==> src/rtl/conv_pkg.sv <==
// Shared FSM state type and sizing helpers for the 3x3 window controller.
package conv_pkg;

   // Frame-level controller states.
   typedef enum logic [1:0] {
      ST_IDLE = 2'd0,
      ST_LOAD = 2'd1,
      ST_RUN  = 2'd2,
      ST_DONE = 2'd3
   } conv_state_t;

   // Window edge length; also the smallest legal frame dimension.
   localparam int WIN_SIZE = 3;

   // Bits needed for a coordinate in the range 0 .. max_val-1.
   function automatic int cnt_bits(input int max_val);
      return $clog2(max_val);
   endfunction

   // Bits needed for a dimension in the range 0 .. max_val.
   function automatic int cfg_bits(input int max_val);
      return $clog2(max_val) + 1;
   endfunction

endpackage

==> src/rtl/frame_counter.sv <==
// Column/row raster counter; wraps at the configured frame size.
module frame_counter import conv_pkg::*; #(
   parameter int MAX_WIDTH  = 512,
   parameter int MAX_HEIGHT = 512
) (
   input  logic                            i_clk,
   input  logic                            i_reset,
   input  logic                            i_clear,
   input  logic                            i_advance,
   input  logic [cfg_bits(MAX_WIDTH)-1:0]  i_width,
   input  logic [cfg_bits(MAX_HEIGHT)-1:0] i_height,
   output logic [cnt_bits(MAX_WIDTH)-1:0]  o_col,
   output logic [cnt_bits(MAX_HEIGHT)-1:0] o_row,
   output logic                            o_last
);

   localparam int WW = cfg_bits(MAX_WIDTH);
   localparam int HW = cfg_bits(MAX_HEIGHT);
   localparam int CW = cnt_bits(MAX_WIDTH);
   localparam int RW = cnt_bits(MAX_HEIGHT);

   logic [CW-1:0] r_col;
   logic [RW-1:0] r_row;
   logic          w_col_last;
   logic          w_row_last;

   // Coordinates are zero-extended by one bit to compare against the dimension.
   assign w_col_last = ({1'b0, r_col} == (i_width  - WW'(1)));
   assign w_row_last = ({1'b0, r_row} == (i_height - HW'(1)));

   assign o_col  = r_col;
   assign o_row  = r_row;
   assign o_last = w_col_last && w_row_last;

   // Advance one pixel per accepted beat; the final pixel wraps both back to 0.
   always_ff @(posedge i_clk) begin
      if (i_reset || i_clear) begin
         r_col <= '0;
         r_row <= '0;
      end else if (i_advance) begin
         if (w_col_last) begin
            r_col <= '0;
            r_row <= w_row_last ? '0 : r_row + RW'(1);
         end else begin
            r_col <= r_col + CW'(1);
         end
      end
   end

endmodule

==> src/rtl/conv_window_ctrl.sv <==
// Frame controller for a 3x3 sliding window fed through a line buffer.
// Pixel handshake: a pixel is transferred on a cycle where i_px_valid and
// o_px_ready are both high; o_px_ready is high only while in RUN, and the
// line-buffer write strobe is that transfer, combinationally.
module conv_window_ctrl import conv_pkg::*; #(
   parameter int DATA_W     = 8,
   parameter int MAX_WIDTH  = 512,
   parameter int MAX_HEIGHT = 512
) (
   input  logic                            i_clk,
   input  logic                            i_reset,
   input  logic                            i_start,
   input  logic [cfg_bits(MAX_WIDTH)-1:0]  i_cfg_width,
   input  logic [cfg_bits(MAX_HEIGHT)-1:0] i_cfg_height,
   input  logic                            i_abort,
   input  logic                            i_px_valid,
   input  logic [DATA_W-1:0]               i_px_data,
   output logic                            o_px_ready,
   output logic                            o_lb_load_depth,
   output logic [cfg_bits(MAX_WIDTH)-1:0]  o_lb_depth,
   output logic                            o_lb_wr_valid,
   output logic [DATA_W-1:0]               o_lb_wr_data,
   output logic                            o_win_valid,
   output logic [cnt_bits(MAX_WIDTH)-1:0]  o_win_col,
   output logic [cnt_bits(MAX_HEIGHT)-1:0] o_win_row,
   output logic                            o_busy,
   output logic                            o_done,
   output logic                            o_cfg_err
);

   localparam int WW = cfg_bits(MAX_WIDTH);
   localparam int HW = cfg_bits(MAX_HEIGHT);
   localparam int CW = cnt_bits(MAX_WIDTH);
   localparam int RW = cnt_bits(MAX_HEIGHT);

   localparam logic [WW-1:0] MAX_W  = WW'(MAX_WIDTH);
   localparam logic [HW-1:0] MAX_H  = HW'(MAX_HEIGHT);
   localparam logic [WW-1:0] MIN_W  = WW'(WIN_SIZE);
   localparam logic [HW-1:0] MIN_H  = HW'(WIN_SIZE);
   localparam logic [CW-1:0] EDGE_C = CW'(WIN_SIZE - 1);
   localparam logic [RW-1:0] EDGE_R = RW'(WIN_SIZE - 1);

   conv_state_t    r_state;
   logic [WW-1:0]  r_width;
   logic [HW-1:0]  r_height;
   logic           r_load;
   logic           r_done;
   logic           r_cfg_err;
   logic           r_win_valid;
   logic [CW-1:0]  r_win_col;
   logic [RW-1:0]  r_win_row;

   logic           w_px_ready;
   logic           w_accept;
   logic           w_cfg_ok;
   logic           w_win_hit;
   logic           w_last;
   logic [CW-1:0]  w_col;
   logic [RW-1:0]  w_row;

   assign w_px_ready = (r_state == ST_RUN);
   assign w_accept   = i_px_valid && w_px_ready;
   assign w_cfg_ok   = (i_cfg_width  >= MIN_W) && (i_cfg_width  <= MAX_W) &&
                       (i_cfg_height >= MIN_H) && (i_cfg_height <= MAX_H);
   // A full 3x3 neighbourhood exists once two rows and two columns precede it.
   assign w_win_hit  = w_accept && (w_row >= EDGE_R) && (w_col >= EDGE_C);

   // Counters restart on abort and on every fresh frame load.
   frame_counter #(
      .MAX_WIDTH  (MAX_WIDTH),
      .MAX_HEIGHT (MAX_HEIGHT)
   ) u_frame_counter (
      .i_clk      (i_clk),
      .i_reset    (i_reset),
      .i_clear    (i_abort || (r_state == ST_LOAD)),
      .i_advance  (w_accept),
      .i_width    (r_width),
      .i_height   (r_height),
      .o_col      (w_col),
      .o_row      (w_row),
      .o_last     (w_last)
   );

   // Frame FSM with registered pulse outputs and window tracking.
   always_ff @(posedge i_clk) begin
      if (i_reset) begin
         r_state     <= ST_IDLE;
         r_width     <= MAX_W;
         r_height    <= MAX_H;
         r_load      <= 1'b0;
         r_done      <= 1'b0;
         r_cfg_err   <= 1'b0;
         r_win_valid <= 1'b0;
         r_win_col   <= '0;
         r_win_row   <= '0;
      end else begin
         r_load      <= 1'b0;
         r_done      <= 1'b0;
         r_cfg_err   <= 1'b0;
         r_win_valid <= 1'b0;
         if (i_abort) begin
            r_state <= ST_IDLE;
         end else begin
            if (w_win_hit) begin
               r_win_valid <= 1'b1;
               r_win_col   <= w_col;
               r_win_row   <= w_row;
            end
            case (r_state)
               ST_IDLE: begin
                  if (i_start) begin
                     if (w_cfg_ok) begin
                        r_width  <= i_cfg_width;
                        r_height <= i_cfg_height;
                        r_load   <= 1'b1;
                        r_state  <= ST_LOAD;
                     end else begin
                        r_cfg_err <= 1'b1;
                     end
                  end
               end
               ST_LOAD: r_state <= ST_RUN;
               ST_RUN: begin
                  if (w_accept && w_last) begin
                     r_done  <= 1'b1;
                     r_state <= ST_DONE;
                  end
               end
               ST_DONE: r_state <= ST_IDLE;
               default: r_state <= ST_IDLE;
            endcase
         end
      end
   end

   assign o_px_ready      = w_px_ready;
   assign o_lb_wr_valid   = w_accept;
   assign o_lb_wr_data    = i_px_data;
   assign o_lb_load_depth = r_load;
   assign o_lb_depth      = r_width;
   assign o_win_valid     = r_win_valid;
   assign o_win_col       = r_win_col;
   assign o_win_row       = r_win_row;
   assign o_busy          = (r_state != ST_IDLE);
   assign o_done          = r_done;
   assign o_cfg_err       = r_cfg_err;

endmodule
==> config.mk <==
export PLATFORM = sky130hd
export DESIGN_NAME = conv_window_ctrl
export DESIGN_NICKNAME = d
export VERILOG_FILES = /design/src/rtl/conv_pkg.sv /design/src/rtl/frame_counter.sv /design/src/rtl/conv_window_ctrl.sv
export SDC_FILE = /design/constraint.sdc
export NUM_CORES = 1
export LEC_CHECK = 0
export ABC_CLOCK_PERIOD_IN_PS = 5560
export CAP_MARGIN = 20
export CORE_MARGIN = 4
export CORE_UTILIZATION = 30
export CTS_CLUSTER_SIZE = 30
export DETAILED_ROUTE_END_ITERATION = 10
export HOLD_SLACK_MARGIN = 0.12
export SLEW_MARGIN = 10
export SYNTH_ARGS = -nofsm -noshare
export SYNTH_HDL_FRONTEND = slang
export SYNTH_SLANG_ARGS = --single-unit
==> constraint.sdc <==
create_clock -name i_clk -period 5.56 [get_ports i_clk]
set_clock_uncertainty 0.1 [all_clocks]
set_input_delay 1.668 -clock i_clk [delete_from_list [all_inputs] [get_ports i_clk]]
set_output_delay 1.668 -clock i_clk [all_outputs]
set_load 0.01 [all_outputs]
==> flow_metrics.py <==
metrics = {
    "logic_synthesis": {
        "postSynthAreaPerCell_sq_um": 8.49,
        "async_reset_ff_share_pct": 0,
        "synth_compound_area_share_pct": 11.6,
        "yosys.cell_types.count": 55,
        "synth_top_family_by_area": "simple AND/OR/NAND/NOR gates",
        "synth_top_flop_cell": "dfxtp_1",
        "synth_xor_area_share_pct": 7.20,
        "synth-adder-area-share_pct": 3.73,
        "synth_simple_gate_area_share_pct": 24.9,
        "synthCells": 395,
        "yosysSeqAreaShare_pct": 37.0,
        "synth_edf_count": 0,
        "synth_mux_area_share_pct": 9.25,
        "syn_nets": 438,
        "mappedNetlistArea_sq_um": 3350,
        "yosysWarnings": 0,
        "ys_ff_latch": 62,
    },
    "cts": {
        "clock_path_buffers": 2,
        "cts.sinks": 62,
        "cts_resized": 0,
        "cts-htree-levels": 3,
        "cts_made_buffers": 9,
        "post_cts_buffers": 0,
        "clk_pin_slew_ns": 0.08,
        "cts-root-buf": "clkbuf_8",
        "clk_latency_ns": 0.34,
        "holdBufCountCts": 0,
        "cts_tree": "done",
    },
    "global_route": {
        "grt_pass1_vias": 2855,
        "grt_overflow_total": 0,
        "grt_max_degree": 44,
        "grtUsageTotal_pct": 12.8,
        "antenna_found_initial": 0,
        "grt_pass1_wl_microns": 13600,
    },
    "sta": {
        "worst_slew_pin_slew_ns": 0.620,
        "post-route-min-period_ns": 4.84,
        "fin_tns_setup_ns": 0,
        "period_share_pct": 87.0,
        "rsz0062_at_grt": "no",
        "report.final.slew_viol_count": 0,
        "setup_violations": 0,
        "maxSlewHeadroom_pct": 58.3,
        "finalHoldViolations": 0,
        "fmax_mhz": 207,
    },
    "setup_path": {
        "worst-path-max-fanout": 6,
        "end_kind": "output port",
        "cp-start-kind": "input port",
        "cp.arrival_ns": 3.07,
        "critPathRequiredTime_ns": 3.79,
        "worstSetupPathType": "input port to output port",
    },
    "route": {
        "route.detailed.drc": 0,
        "drt_wl_total_microns": 8160,
        "vias": 2931,
        "drt_iter0_drc": 201,
        "ant_nets": 0,
        "first_pass_iters": 4,
        "avgRoutedWirePerCell_microns": 14.0,
        "viasPerCell": 5.01,
    },
    "floorplanning": {
        "rows": 38,
        "dieArea_sq_um": 12900,
        "initial_core_util_pct": 30.8,
        "die_y_microns": 114,
        "io_pins": 76,
        "die_w_microns": 114,
        "core_sq_um": 10900,
    },
    "placement": {
        "gp_congestion": 0.820,
        "io_buffer_count": 59,
        "hpwl_microns": 6170,
    },
    "power": {
        "peakVddDrop_uv": 142,
        "p_total_mw": 0.936,
        "p_leak_nw": 1.75,
        "power_density_nw_per_um2": 222,
    },
    "final_layout": {
        "final_common_cell": "nor2_1",
        "final_cell_mix": "71 x nor2_1, 62 x dfxtp_1, 59 x clkdlybuf4s50_1, 31 x mux2i_1, 18 x inv_1",
        "fill_cells": 1120,
        "nets": 483,
        "diodes": 0,
        "layout-drive-gt1-share_pct": 6.29,
        "area_growth_pct": 25.5,
    },
    "run_status": {
        "status": "complete, no violations",
    },
    "worst_hold_path": {
        "hold_path.class": "flip-flop to flip-flop",
    },
    "flow_run": {
        "cap_violations": 0,
    },
}
[Yosys cell counts, types with 11 or more instances]
master	n	area share, %
dfxtp_1	62	37
a21oi_1	15	2.2
xnor2_1	14	3.7
inv_1	18	2.0
o21ai_0	11	1.6
nand2_1	15	1.7
nor2_1	71	7.9
xor2_1	11	2.9
nor3_1	11	1.6
clkbuf_1	15	1.7
mux2i_1	31	9.3
[worst max-delay path, cell delays in order]
cell             delay, ns
clkdlybuf4s50_1       0.46
nand2_1               0.15
inv_1                 0.21
clkdlybuf4s50_1       0.58
[through the flow]
stage	worst slack [ns]	hold WS, ns	std cells	utilization [%]	instance area [sq um]
2_1_floorplan	1.85	0.383	395	-	3350
3_3_place_gp	0.725	0.365	568	36.7	4000
3_5_place_dp	0.712	0.388	568	36.7	4000
4_1_cts	0.713	0.407	584	38.5	4200
5_1_grt	0.608	0.430	585	38.7	4210
6_report	0.723	0.400	585	38.7	4210
[power breakdown]
| part | total (mW) | switching [mW] | internal (mW) |
|---|---|---|---|
| Clock | 0.401 | 0.192 | 0.208 |
| Sequential | 0.454 | 0.00635 | 0.448 |
| Combinational | 0.0810 | 0.0386 | 0.0424 |
| Total | 0.936 | 0.237 | 0.698 |
[path summary, 6_finish.rpt]
check           startpoint                        to  slack [ns]  cells after the start
max             i_px_valid             o_lb_wr_valid        0.72                      4
min           o_win_col[4]              o_win_col[4]        0.40                      2
max reg2reg  o_lb_depth[0]  u_frame_counter.o_row[0]        2.49                      9
min reg2reg   o_win_col[4]              o_win_col[4]        0.40                      2
[state kept, by name (all words and copies together), names as in the netlist]
signal                 count
r_height                  10
r_state                    2
u_frame_counter.o_row      9
o_cfg_err                  1
o_done                     1
o_win_col                  9
o_lb_load_depth            1
o_win_valid                1
o_lb_depth                10
o_win_row                  9
u_frame_counter.o_col      9
[routing by layer]
metal	up-vias	track usage, %	part of all wire (%)
met5	-	0	0
met4	0	4.25	1.5
met3	12	3.24	5.2
met2	77	19.9	43
met1	1365	17.5	50
li1	1477	-	-
[cell type report]
cell class,instances,area [sq um],area share (%)
multi-input cells,287,1910,45.3
repair buffers,62,621,14.7
flip-flops and latches,62,1240,29.5
clock inverters,7,73.8,1.75
inverters,18,67.6,1.60
well taps,140,175,4.16
clock buffers,9,124,2.94
[kinds of logic (layout without fill, tap and decap cells)]
kind of cell	count (synthesis)	after routing
flops	62	62
compound gates	58	58
buf+inv	46	96
mux	31	31
xor+xnor	26	26
fa+ha+maj	10	10
simple gates	162	162
No activity file was read; power rests on OpenSTA's default activity.
